File: src/rtl/burst_pkg.sv
// Shared types for the SPI burst datapath.
// Holds the FSM state encoding, default widths and word_sel codes.
package burst_pkg;

    localparam int ADDR_W_DEF = 24;
    localparam int BLEN_W_DEF = 8;

    typedef enum logic [1:0] {
        IDLE    = 2'd0,
        LOADING = 2'd1,
        ARMED   = 2'd2,
        DONE    = 2'd3
    } burst_st_e;

    // Word selector shared with the burst controller and PTS.
    typedef enum logic [1:0] {
        WSEL_CMD  = 2'd0,
        WSEL_ADDR = 2'd1,
        WSEL_LEN  = 2'd2,
        WSEL_DATA = 2'd3
    } word_sel_e;

endpackage

File: src/rtl/burst_addr_gen_if.sv
// Bus between burst controller (master) and burst_addr_gen (slave).
// Carries load strobes, step strobes, clear and the address/count outputs.
interface burst_addr_gen_if
    import burst_pkg::*;
#(
    parameter int ADDR_W = ADDR_W_DEF,
    parameter int BLEN_W = BLEN_W_DEF
) ();
    logic              load_len;
    logic [BLEN_W-1:0] burst_len_in;
    logic              load_addr;
    logic [ADDR_W-1:0] addr_in;
    logic              cnt_en;
    logic              add_en;
    logic              clear;
    logic [ADDR_W-1:0] addr_out;
    logic [BLEN_W-1:0] beat_cnt;
    logic              armed;
    logic              stop_signal;

    modport master (
        output load_len, burst_len_in,
        output load_addr, addr_in,
        output cnt_en, add_en, clear,
        input  addr_out, beat_cnt,
        input  armed, stop_signal
    );

    modport slave (
        input  load_len, burst_len_in,
        input  load_addr, addr_in,
        input  cnt_en, add_en, clear,
        output addr_out, beat_cnt,
        output armed, stop_signal
    );
endinterface

File: src/rtl/burst_addr_inc.sv
// Combinational next-beat address: addr + STRIDE.
// Ports: addr (current), addr_nxt. BURST_PAGE_WRAP_EN wraps in-page.
module burst_addr_inc
    import burst_pkg::*;
#(
    parameter int ADDR_W = ADDR_W_DEF,
    parameter int STRIDE = 1
`ifdef BURST_PAGE_WRAP_EN
    ,
    parameter int PAGE_W = 8
`endif
) (
    input  logic [ADDR_W-1:0] addr,
    output logic [ADDR_W-1:0] addr_nxt
);
`ifdef BURST_PAGE_WRAP_EN
    localparam logic [PAGE_W-1:0] PSTEP = PAGE_W'(STRIDE);

    // Page number held, offset wraps inside the page.
    assign addr_nxt = {addr[ADDR_W-1:PAGE_W],
                       addr[PAGE_W-1:0] + PSTEP};
`else
    localparam logic [ADDR_W-1:0] STEP = ADDR_W'(STRIDE);

    assign addr_nxt = addr + STEP;
`endif
endmodule

File: src/rtl/burst_addr_gen.sv
// Burst address/beat-count datapath with explicit FSM.
// Ports: clk, rst (async high), bus (slave). Macro: BURST_PAGE_WRAP_EN.
module burst_addr_gen
    import burst_pkg::*;
#(
    parameter int ADDR_W = ADDR_W_DEF,
    parameter int BLEN_W = BLEN_W_DEF,
    parameter int STRIDE = 1
`ifdef BURST_PAGE_WRAP_EN
    ,
    parameter int PAGE_W = 8
`endif
) (
    input logic             clk,
    input logic             rst,
    burst_addr_gen_if.slave bus
);
    burst_st_e         state;
    logic [BLEN_W-1:0] len_reg;
    logic              len_ok;
    logic              addr_ok;
    logic [ADDR_W-1:0] addr_nxt;
    logic [BLEN_W-1:0] cnt_nxt;
    logic              step;
    logic              ld;
    logic              keep;
    logic              nl;
    logic              na;

    assign step = bus.cnt_en & bus.add_en;
    assign ld   = bus.load_len | bus.load_addr;
    // Only LOADING accumulates flags; elsewhere a load starts afresh.
    assign keep = (state == LOADING);
    assign nl   = bus.load_len | (len_ok & keep);
    assign na   = bus.load_addr | (addr_ok & keep);

    assign cnt_nxt = bus.beat_cnt + BLEN_W'(1);

    burst_addr_inc #(
        .ADDR_W (ADDR_W),
        .STRIDE (STRIDE)
`ifdef BURST_PAGE_WRAP_EN
        ,
        .PAGE_W (PAGE_W)
`endif
    ) u_inc (
        .addr     (bus.addr_out),
        .addr_nxt (addr_nxt)
    );

    always_ff @(posedge clk or posedge rst) begin
        if (rst) begin
            state           <= IDLE;
            len_reg         <= '0;
            len_ok          <= 1'b0;
            addr_ok         <= 1'b0;
            bus.addr_out    <= '0;
            bus.beat_cnt    <= '0;
            bus.armed       <= 1'b0;
            bus.stop_signal <= 1'b0;
        end else if (bus.clear) begin
            state           <= IDLE;
            len_ok          <= 1'b0;
            addr_ok         <= 1'b0;
            bus.beat_cnt    <= '0;
            bus.armed       <= 1'b0;
            bus.stop_signal <= 1'b0;
        end else if (ld) begin
            if (bus.load_len)
                len_reg <= bus.burst_len_in;
            if (bus.load_addr)
                bus.addr_out <= bus.addr_in;
            if (state == ARMED) begin
                // Reload mid-burst re-arms with the new value(s).
                bus.beat_cnt <= '0;
            end else begin
                len_ok          <= nl;
                addr_ok         <= na;
                bus.stop_signal <= 1'b0;
                if (nl && na) begin
                    state        <= ARMED;
                    bus.armed    <= 1'b1;
                    bus.beat_cnt <= '0;
                end else begin
                    state     <= LOADING;
                    bus.armed <= 1'b0;
                end
            end
        end else begin
            case (state)
                ARMED: begin
                    if (len_reg == '0) begin
                        state           <= DONE;
                        bus.armed       <= 1'b0;
                        bus.stop_signal <= 1'b1;
                    end else if (step) begin
                        bus.addr_out <= addr_nxt;
                        bus.beat_cnt <= cnt_nxt;
                        if (cnt_nxt == len_reg) begin
                            state           <= DONE;
                            bus.armed       <= 1'b0;
                            bus.stop_signal <= 1'b1;
                        end
                    end
                end
                default: ;
            endcase
        end
    end
endmodule

File: src/flat_wrapper.sv
// flat-port wrapper written by rule: the top's interface ports become plain ports
module burst_addr_gen_flat import burst_pkg::*;
#(
    parameter int ADDR_W = ADDR_W_DEF,
    parameter int BLEN_W = BLEN_W_DEF,
    parameter int STRIDE = 1

)
  (clk, rst, bus_load_len, bus_burst_len_in, bus_load_addr, bus_addr_in, bus_cnt_en, bus_add_en, bus_clear, bus_addr_out, bus_beat_cnt, bus_armed, bus_stop_signal);
  burst_addr_gen_if #(.ADDR_W(ADDR_W), .BLEN_W(BLEN_W)) bus_i ();
  input logic clk;
  input logic rst;
  input wire logic [$bits(bus_i.load_len)-1:0] bus_load_len;
  input wire logic [$bits(bus_i.burst_len_in)-1:0] bus_burst_len_in;
  input wire logic [$bits(bus_i.load_addr)-1:0] bus_load_addr;
  input wire logic [$bits(bus_i.addr_in)-1:0] bus_addr_in;
  input wire logic [$bits(bus_i.cnt_en)-1:0] bus_cnt_en;
  input wire logic [$bits(bus_i.add_en)-1:0] bus_add_en;
  input wire logic [$bits(bus_i.clear)-1:0] bus_clear;
  output wire logic [$bits(bus_i.addr_out)-1:0] bus_addr_out;
  output wire logic [$bits(bus_i.beat_cnt)-1:0] bus_beat_cnt;
  output wire logic [$bits(bus_i.armed)-1:0] bus_armed;
  output wire logic [$bits(bus_i.stop_signal)-1:0] bus_stop_signal;
  assign bus_i.load_len = bus_load_len;
  assign bus_i.burst_len_in = bus_burst_len_in;
  assign bus_i.load_addr = bus_load_addr;
  assign bus_i.addr_in = bus_addr_in;
  assign bus_i.cnt_en = bus_cnt_en;
  assign bus_i.add_en = bus_add_en;
  assign bus_i.clear = bus_clear;
  assign bus_addr_out = bus_i.addr_out;
  assign bus_beat_cnt = bus_i.beat_cnt;
  assign bus_armed = bus_i.armed;
  assign bus_stop_signal = bus_i.stop_signal;
  burst_addr_gen #(.ADDR_W(ADDR_W), .BLEN_W(BLEN_W), .STRIDE(STRIDE)) u_core (.clk(clk), .rst(rst), .bus(bus_i));
endmodule
File: config.mk
export PLATFORM = sky130hd
export DESIGN_NAME = burst_addr_gen_flat
export DESIGN_NICKNAME = d
export VERILOG_FILES = /design/src/rtl/burst_pkg.sv /design/src/rtl/burst_addr_gen_if.sv /design/src/rtl/burst_addr_inc.sv /design/src/rtl/burst_addr_gen.sv /design/src/flat_wrapper.sv
export SDC_FILE = /design/constraint.sdc
export NUM_CORES = 1
export LEC_CHECK = 0
export CAP_MARGIN = 10
export CORE_MARGIN = 2
export CORE_UTILIZATION = 41
export CTS_CLUSTER_DIAMETER = 150
export DETAILED_ROUTE_END_ITERATION = 16
export PLACE_DENSITY = 0.69
export SYNTH_ARGS = -nofsm -noshare
export SYNTH_HDL_FRONTEND = slang
export SYNTH_SLANG_ARGS = --single-unit
export TNS_END_PERCENT = 50
File: constraint.sdc
create_clock -name clk -period 2.8 [get_ports clk]
set_input_delay 0.56 -clock clk [delete_from_list [all_inputs] [get_ports clk]]
set_output_delay 0.56 -clock clk [all_outputs]
set_load 0.005 [all_outputs]
==> results of run 1 <==
[worst paths after layout]
| path | endpoint | start | depth (start not counted) | slack (ps) |
|---|---|---|---|---|
| max | u_core.bus.armed$_DFFE_PP0P_ | u_core.bus.beat_cnt[0]$_DFFE_PP0P_ | 7 | 540 |
| min | u_core.bus.addr_out[0]$_DFFE_PP0P_ | u_core.bus.addr_out[0]$_DFFE_PP0P_ | 1 | 560 |
| max reg2reg | u_core.bus.armed$_DFFE_PP0P_ | u_core.bus.beat_cnt[0]$_DFFE_PP0P_ | 7 | 540 |
| min reg2reg | u_core.bus.addr_out[0]$_DFFE_PP0P_ | u_core.bus.addr_out[0]$_DFFE_PP0P_ | 1 | 560 |
| max in group asynchronous | u_core.len_reg[1]$_DFFE_PP0P_ | rst | 3 | 1660 |
| min in group asynchronous | u_core.bus.addr_out[18]$_DFFE_PP0P_ | rst | 3 | 730 |
[metrics by stage]
| step | utilization [%] | setup WS [ps] | cells | cell area (um2) | hold slack [ps] |
|---|---|---|---|---|---|
| 2_1_floorplan | - | 705.0 | 339 | 2915 | 517.6 |
| 3_3_place_gp | 54.84 | 395.0 | 492 | 3746 | 526.6 |
| 3_5_place_dp | 54.84 | 359.0 | 492 | 3746 | 537.1 |
| 4_1_cts | 56.17 | 550.5 | 500 | 3837 | 562.8 |
| 5_1_grt | 56.17 | 397.4 | 500 | 3837 | 585.8 |
| 6_report | 56.17 | 536.7 | 500 | 3837 | 558.3 |
[critical path, cell delays in order (launching register included)]
cell	delay [ps]
dfrtp_1	490
ha_1	310
and3_1	310
nand3_1	170
nor2b_1	150
o21ai_1	70
a221o_1	420
a41o_1	260
[area by class of cell]
cell class,count,area [um2],area share [%]
multi-input cells,262,1624,42.32
flip-flops and latches,46,1151,30.00
repair buffers,84,835.8,21.78
inverters,4,15.01,0.3913
clock inverters,1,5.005,0.1304
well taps,96,120.1,3.130
clock buffers,7,86.33,2.250
[cell usage in the layout, fill, tap and decap left out, drive strengths merged, types with 2 or more instances in the layout]
master and instances:
nor3 2, o21a 3, nand2 38, nor2b 2, and3 4, inv 4
a2bb2oi 10, a31oi 5, o22ai 12, nand3 20, or2 2, dfrtp 46
nor2 25, xor2 3, mux2 8, xnor2 7, clkdlybuf4s50 72, nand4 5
a211oi 3, nand2b 4, a32oi 2, or3 7, nor4 4, ha 2
o21ai 30, a311oi 2, buf 12, a41o 2, and4 3, a21oi 43
clkbuf 7
[report_power, final]
group / leakage (nW) / total (mW) / switching, mW / internal, mW
combinational: 0.850 / 0.505 / 0.212 / 0.293
sequential: 0.552 / 0.861 / 0.116 / 0.745
clock: 0.0482 / 0.432 / 0.233 / 0.200
[cell families (layout without fill, tap and decap cells)]
family / after synthesis / count (layout) / synth area share [%]
adder cells (fa/ha/maj): 2 / 2 / 0.8582
AO/OA/AOI/OAI: 122 / 122 / 27.34
multiplexers: 9 / 9 / 3.434
buffers and inverters: 31 / 96 / 5.150
flip-flops: 46 / 46 / 39.48
XOR/XNOR: 10 / 10 / 3.004
AND/OR/NAND/NOR: 119 / 119 / 20.73
[layer usage]
layer  wire length (um)  GRT usage (%)  vias to the layer above
met5                  0              0                        -
met4                 72          5.372                        0
met3                422          3.918                        4
met2               3580          31.17                       86
met1               3508          28.08                     1338
li1                   -              -                     1371
==> run summary, run 1 <==
Crit end category = flip-flop
Core ar. = 0.006832 mm2
Synthesized area = 0.002915 mm2
Fill cell count = 665
Leakage Power = 1.450 nW
Global-route wire length before repair = 12.30 mm
Antenna violations before repair = 0
Chip height = 88.33 um
Worst Path Arrival = 2460 ps
Residual DRC = 0
Clock transition at path regs = 90 ps
WL per Instance = 15.17 um
Syn Inst Count = 339
Total CTS buffers = 5
Gr usage total = 19.83%
Ys Warns = 0
Final #Nets = 444
Final Cycle Share = 80.83%
Worst rel slew slack = 59.38%
Via count = 2799
Routability cong. = 0.8901
Post-synth top area cell = dfrtp_1
Seq/Total Area, Yosys = 39.48%
Overall routed net length = 7.583 mm
Critical Path Source Type = flip-flop
Synth top area cells = dfrtp_1 39%, a21oi_1 7.0%, nand2_1 4.9%
Clk_lat worst skew = 300 ps
Pins Over Slew Limit = 0
Syn nets = 380
Buffer count from post-CTS setup fixing = 0
Most common cell in the netlist = dfrtp_1
Pwr Total = 1.799 mW
Layout cells sized above 1 = 11.63%
Clk sink count = 46
Post-CTS resize count = 0
Antenna fix cells = 0
EDFF count, synth = 0
Clock Skews = 10.04 ps
#FFs+latches synth = 46
Critical setup path kind = flip-flop to flip-flop
Post-CTS Hold Buffers = 0
Fraction of registers with async set/reset = 100.0%
Row cnt = 30
Post-route ant nets = 0
DR vias/cell = 5.598
Status = complete, no violations
IO Pins = 73
I/O Buffers = 72
Total grt overflow = 0
RSZ-0062 raised after global routing = no
Largest net degree at the start of global routing = 47
Worst path required time = 3000 ps
Clock Path Buffers = 2
Maximum fanout along the worst path = 8
Hold/Removal Path Class = flip-flop to flip-flop
Top cells by count, synth = 46 x dfrtp_1, 41 x a21oi_1, 38 x nand2_1, 22 x o21ai_0, 21 x nor2_1
Clock Tree Root = clkbuf_8
Max cap viols = 0
Share of the synthesized area in the top cell type = 39.48%
Fmax = 441.8 MHz
Largest register FFs = 24
Starting Density = 42.67%
Ys flop type = dfrtp_1
Syn_area_per_cell = 8.600 um2
Initial DRC Count = 216
Slew @ Worst Pin = 609.2 ps
Power Dens Cells = 468.7 mW/mm2
CTS HTree Levels = 2
CTS tree = built
Setup violators final = 0
Vias in the first global route = 2581
Synthesis-to-finish area growth = 31.63%
Post-Route Setup TNS = 0 ps
Chip width = 88.33 um
Final HPWL DP = 5.300 mm
Fin crit period = 2263 ps
DRT Pass-1 Iters = 4
Final hold viol count = 0
Synth cell types = 55
Worst IR drop on VDD = 0.0002531 V
Full die area = 0.007801 mm2
Power figures use the tool's default switching activity.
==> run 2, diff against run 1 <==
Clock period 2.8 ns to 2.3 ns, I/O delays scaled along.
==> run summary, run 2 (synthesized netlist as in run 1, its figures left out) <==
Worst path required time = 2490 ps (was 3000 ps)
Fmax = 474.7 MHz (was 441.8 MHz)
Antenna fix cells = 0 (unchanged)
Buf/Inv on CP = 1 (was 0)
Initial DRC Count = 227 (was 216)
Worst IR drop on VDD = 0.0003315 V (was 0.0002531 V)
Overall routed net length = 7.939 mm (was 7.583 mm)
Clock Tree Root = clkbuf_8 (unchanged)
Status = complete, no violations (unchanged)
Hold/Removal Path Class = flip-flop to flip-flop (unchanged)
Sequential power share = 42.8% (was 47.9%)
Residual DRC = 0 (unchanged)
Crit end category = flip-flop (unchanged)
Core ar. = 0.006832 mm2 (unchanged)
I/O Buffers = 72 (unchanged)
Commonest non-fill, non-tap cell in the layout = clkdlybuf4s50_1 (unchanged)
Final hold viol count = 0 (unchanged)
Routability cong. = 0.8600 (was 0.8901)
Clk sink count = 46 (unchanged)
Setup violators final = 0 (unchanged)
Largest register FFs = 24 (unchanged)
Worst Hold Slack = 538.9 ps (was 558.3 ps)
Largest net degree at the start of global routing = 33 (was 47)
Chip height = 88.33 um (unchanged)
Internal power = 1.737 mW (was 1.238 mW)
CP cell instances = buf_4, and4_1, nand4_2, o31a_1, a221o_1, a41o_1 (was ha_1, and3_1, nand3_1, nor2b_1, o21ai_1, a221o_1, a41o_1)
Slew @ Worst Pin = 627.2 ps (was 609.2 ps)
CP max stage cell = dfrtp_1 (unchanged)
Fin crit period = 2107 ps (was 2263 ps)
Power Dens Cells = 611.6 mW/mm2 (was 468.7 mW/mm2)
Antenna violations before repair = 0 (unchanged)
Global-route wire length before repair = 13.43 mm (was 12.30 mm)
Synthesis-to-finish area growth = 36.48% (was 31.63%)
Clk_lat worst skew = 300 ps (about the same)
RSZ-0062 raised after global routing = no (unchanged)
Starting Density = 42.67% (unchanged)
Largest stage delay on the critical path = 380 ps (was 490 ps)
Max cap viols = 0 (unchanged)
Crit. path cell count = 6 (was 7)
WL per Instance = 15.51 um (was 15.17 um)
Worst rel slew slack = 58.12% (was 59.38%)
Worst Path Arrival = 2300 ps (was 2460 ps)
Post-CTS Hold Buffers = 0 (unchanged)
Layout cells sized above 1 = 14.66% (was 11.63%)
Critical Path Source Type = flip-flop (unchanged)
Row cnt = 30 (unchanged)
Clock transition at path regs = 90 ps (about the same)
Sw Pwr = 696.3 uW (was 560.1 uW)
Clock Path Buffers = 2 (unchanged)
Final #Nets = 456 (was 444)
Clock Skews = 9.912 ps (was 10.04 ps)
DRT Pass-1 Iters = 5 (was 4)
IO Pins = 73 (unchanged)
Post-Route Setup TNS = 0 ps (unchanged)
Critical path's top delay family = compound AO/OA/AOI/OAI gates (unchanged)
CTS HTree Levels = 2 (unchanged)
Pins Over Slew Limit = 0 (unchanged)
Logic pwr share = 26.1% (was 28.1%)
Maximum fanout along the worst path = 6 (was 8)
R2R Setup Slk = 190 ps (was 540 ps)
CTS tree = built (unchanged)
DP Area = 0.003836 mm2 (was 0.003746 mm2)
Total grt overflow = 0 (unchanged)
Hold depth = 1 (unchanged)
Vias in the first global route = 2727 (was 2581)
Clock share of power = 31.1% (was 24.0%)
Final Cycle Share = 91.60% (was 80.83%)
Reg2Reg Depth = 6 (was 7)
Leakage Power = 1.538 nW (was 1.450 nW)
Gr usage total = 21.58% (was 19.83%)
Most frequent cells in the layout = 72 x clkdlybuf4s50_1, 46 x dfrtp_1, 41 x a21oi_1 (unchanged)
Critical setup path kind = flip-flop to flip-flop (unchanged)
Total CTS buffers = 5 (unchanged)
Chip width = 88.33 um (unchanged)
Final HPWL DP = 5.676 mm (was 5.300 mm)
Full die area = 0.007801 mm2 (unchanged)
Via count = 2868 (was 2799)
Sw Ratio = 28.61% (was 31.14%)
Final WS setup = 193.3 ps (was 536.7 ps)
DR vias/cell = 5.602 (was 5.598)
Post-route ant nets = 0 (unchanged)
Place WS = -83.51 ps (was 359.0 ps)
Design Area, Final = 0.003979 mm2 (was 0.003837 mm2)
-- run 2: per-layer routing --
metal / track usage [%] / wire (um) / vias to the layer above
met5: 0 / 0 / -
met4: 5.096 / 107 / 0
met3: 3.078 / 303 / 10
met2: 34.31 / 3809 / 73
met1: 31.28 / 3718 / 1381
li1: - / - / 1404
-- run 2: area by class of cell --
cell class | count | area, um2
clock buffer | 6 | 82.58
clock inverter | 2 | 60.06
fill | 641 | 2853
inverter | 4 | 15.01
multi-input combinational | 262 | 1624
sequential | 46 | 1151
tap | 96 | 120.1
timing repair buffer | 96 | 925.9
-- run 2: what timing repair did --
action                     CTS  global route
resized for setup            0             1
setup endpoints to repair    0             6
buffers inserted             0             0
-- run 2: worst paths after layout --
check                                                   start                                  to
setup / recovery           u_core.bus.beat_cnt[0]$_DFFE_PP0P_        u_core.bus.armed$_DFFE_PP0P_
hold / removal             u_core.bus.addr_out[0]$_DFFE_PP0P_  u_core.bus.addr_out[0]$_DFFE_PP0P_
setup reg to reg           u_core.bus.beat_cnt[0]$_DFFE_PP0P_        u_core.bus.armed$_DFFE_PP0P_
hold reg to reg            u_core.bus.addr_out[0]$_DFFE_PP0P_  u_core.bus.addr_out[0]$_DFFE_PP0P_
max in group asynchronous                                 rst  u_core.bus.addr_out[2]$_DFFE_PP0P_
min in group asynchronous                                 rst  u_core.bus.beat_cnt[0]$_DFFE_PP0P_
-- run 2: stage by stage --
step / utilization (%) / total power, mW / instances
2_1_floorplan: - / 1.368 / 339
3_5_place_dp: 56.15 / 1.690 / 504
5_1_grt: 58.24 / 2.561 / 512
3_3_place_gp: 56.15 / 1.678 / 504
6_report: 58.24 / 2.434 / 512
4_1_cts: 58.24 / 2.448 / 512
-- run 2: power by group through the flow --
| stage | combinational (mW) | clock (mW) | sequential, mW |
|---|---|---|---|
| after floorplan | 0.337 | 0 | 1.03 |
| after global placement | 0.625 | 0 | 1.05 |
| after detailed placement | 0.636 | 0 | 1.05 |
| after CTS | 0.638 | 0.770 | 1.04 |
| after global routing | 0.698 | 0.803 | 1.06 |
| final | 0.636 | 0.756 | 1.04 |
==> run 3, diff against run 2 <==
Settings changed: CORE_MARGIN 2 to 4.
==> run summary, run 3 (synthesized netlist as in run 1, its figures left out) <==
Status = complete, no violations (unchanged)
Crit end category = flip-flop (unchanged)
Final hold viol count = 0 (unchanged)
Largest net degree at the start of global routing = 33 (unchanged)
Clk sink count = 46 (unchanged)
Clock Tree Root = clkbuf_8 (unchanged)
CP Capture Point = u_core.bus.armed$_DFFE_PP0P_ (unchanged)
Sw Ratio = 32.12% (was 28.61%)
Total CTS buffers = 5 (unchanged)
Hold/Removal Path Class = input port to async pin (was flip-flop to flip-flop)
Clk_lat worst skew = 310 ps (was 300 ps)
Power Dens Cells = 560.2 mW/mm2 (was 611.6 mW/mm2)
DR WL met2 = 3.991 mm (was 3.809 mm)
Final Util = 57.01% (was 58.24%)
Post-CTS resize count = 0 (unchanged)
Internal power = 1.489 mW (was 1.737 mW)
Largest register FFs = 24 (unchanged)
Design Area, Final = 0.003916 mm2 (was 0.003979 mm2)
Largest stage delay on the critical path = 450 ps (was 380 ps)
IO Pins = 73 (unchanged)
Via count = 2891 (was 2868)
Reg2Reg Depth = 7 (was 6)
I/O Buffers = 72 (unchanged)
Initial DRC Count = 153 (was 227)
Max cap viols = 0 (unchanged)
CTS HTree Levels = 2 (unchanged)
Fin crit period = 2120 ps (was 2107 ps)
Reg2reg start = u_core.bus.beat_cnt[1]$_DFFE_PP0P_ (was u_core.bus.beat_cnt[0]$_DFFE_PP0P_)
Starting Density = 42.44% (was 42.67%)
Slew @ Worst Pin = 515.0 ps (was 627.2 ps)
Buffer count from post-CTS setup fixing = 0 (unchanged)
Clock Skews = 15.36 ps (was 9.912 ps)
Critical Path Source Type = flip-flop (unchanged)
Pins Over Slew Limit = 0 (unchanged)
Setup violators final = 0 (unchanged)
Worst Path Arrival = 2330 ps (was 2300 ps)
WL met1 = 3.735 mm (was 3.718 mm)
Post-Route Setup TNS = 0 ps (unchanged)
Gr usage total = 19.57% (was 21.58%)
Worst rel slew slack = 65.62% (was 58.12%)
Antenna violations before repair = 0 (unchanged)
Clock Path Buffers = 2 (unchanged)
Critical setup path kind = flip-flop to flip-flop (unchanged)
Fmax = 471.8 MHz (was 474.7 MHz)
DRT Pass-1 Iters = 4 (was 5)
Clock transition at path regs = 100 ps (was 90 ps)
Worst IR drop on VDD = 0.0003078 V (was 0.0003315 V)
Logic pwr share = 29.1% (was 26.1%)
CP startpoint = u_core.bus.beat_cnt[1]$_DFFE_PP0P_ (was u_core.bus.beat_cnt[0]$_DFFE_PP0P_)
Fill cell count = 615 (was 641)
Full die area = 0.008524 mm2 (was 0.007801 mm2)
Synthesis-to-finish area growth = 34.33% (was 36.48%)
Antenna fix cells = 0 (unchanged)
Sequential power share = 47.5% (was 42.8%)
Global-route wire length before repair = 13.72 mm (was 13.43 mm)
DP Area = 0.003829 mm2 (was 0.003836 mm2)
Row cnt = 30 (unchanged)
CP max stage cell = dfrtp_1 (unchanged)
Most frequent cells in the layout = 72 x clkdlybuf4s50_1, 46 x dfrtp_1, 41 x a21oi_1 (unchanged)
DR vias/cell = 5.658 (was 5.602)
Chip height = 92.33 um (was 88.33 um)
Maximum fanout along the worst path = 6 (unchanged)
Overall routed net length = 8.188 mm (was 7.939 mm)
Post-route ant nets = 0 (unchanged)
Chip width = 92.33 um (was 88.33 um)
Final #Nets = 455 (was 456)
Total grt overflow = 0 (unchanged)
Routability cong. = 0.8985 (was 0.8600)
Pwr Total = 2.194 mW (was 2.434 mW)
Sw Pwr = 704.7 uW (was 696.3 uW)
Post-CTS Hold Buffers = 0 (unchanged)
DR top layer = met4 (unchanged)
Vias in the first global route = 2849 (was 2727)
Metal3 WL = 356 um (was 303 um)
Residual DRC = 0 (unchanged)
Worst path required time = 2510 ps (was 2490 ps)
CP cell instances = ha_1, and3_1, nand3_1, and4_1, o21ai_1, a221o_1, a41o_1 (was buf_4, and4_1, nand4_2, o31a_1, a221o_1, a41o_1)
Core ar. = 0.006869 mm2 (was 0.006832 mm2)
WL per Instance = 16.02 um (was 15.51 um)
Layout cells sized above 1 = 14.22% (was 14.66%)
Final Cycle Share = 92.16% (was 91.60%)
R2R Setup Slk = 180 ps (was 190 ps)
Final HPWL DP = 5.949 mm (was 5.676 mm)
Commonest non-fill, non-tap cell in the layout = clkdlybuf4s50_1 (unchanged)
R2R Path End = u_core.bus.armed$_DFFE_PP0P_ (unchanged)
Leakage Power = 1.506 nW (was 1.538 nW)
Clock share of power = 23.4% (was 31.1%)
CTS tree = built (unchanged)
RSZ-0062 raised after global routing = no (unchanged)
## run 3: how the worst min path moves through the flow
stage                                        from  slack, ps                            endpoint  cells past startpoint
2_1_floorplan  u_core.bus.addr_out[0]$_DFFE_PP0P_        520  u_core.bus.addr_out[0]$_DFFE_PP0P_                      1
4_1_cts                                       rst        520  u_core.bus.beat_cnt[2]$_DFFE_PP0P_                      2
5_1_grt                                       rst        560  u_core.bus.beat_cnt[2]$_DFFE_PP0P_                      2
3_5_place_dp   u_core.bus.addr_out[0]$_DFFE_PP0P_        520  u_core.bus.addr_out[0]$_DFFE_PP0P_                      1
3_3_place_gp   u_core.bus.addr_out[0]$_DFFE_PP0P_        530  u_core.bus.addr_out[0]$_DFFE_PP0P_                      1
6_report                                      rst        500  u_core.bus.beat_cnt[2]$_DFFE_PP0P_                      2
## run 3: metrics by stage
stage / std cells / hold slack, ps / worst slack (ps)
CTS: 511 / 517.1 / 184.4
floorplan: 339 / 517.6 / 205.0
detailed placement: 503 / 524.3 / 56.45
finish: 511 / 499.6 / 180.3
global route: 511 / 560.6 / 84.44
global placement: 503 / 525.6 / 121.9
## run 3: worst max-delay path, delay by kind of cell (launching register included)
| kind | cells | cell delay [ps] |
|---|---|---|
| fa+ha+maj | 1 | 220 |
| flops | 1 | 450 |
| compound gates | 3 | 750 |
| simple gates | 3 | 600 |
## run 3: area by class of cell
class                   count  area, um2  share of cell area [%]
clock inverters             3      18.77                  0.4792
well taps                  96      120.1                   3.067
flip-flops and latches     46       1151                   29.39
inverters                   4      15.01                  0.3834
clock buffers               5      68.82                   1.757
repair buffers             95      918.4                   23.45
multi-input cells         262       1624                   41.47
## run 3: power groups by stage
stage	clock (mW)	combinational, mW	sequential, mW
final	0.514	0.639	1.04
after global routing	0.553	0.703	1.06
after CTS	0.521	0.644	1.04
after detailed placement	0	0.640	1.05
after global placement	0	0.629	1.05
after floorplan	0	0.337	1.03
## run 3: per-layer routing
metal / vias up / track usage [%]
li1: 1395 / -
met1: 1415 / 26.20
met2: 71 / 32.51
met3: 10 / 3.737
met4: 0 / 5.074
met5: - / 0
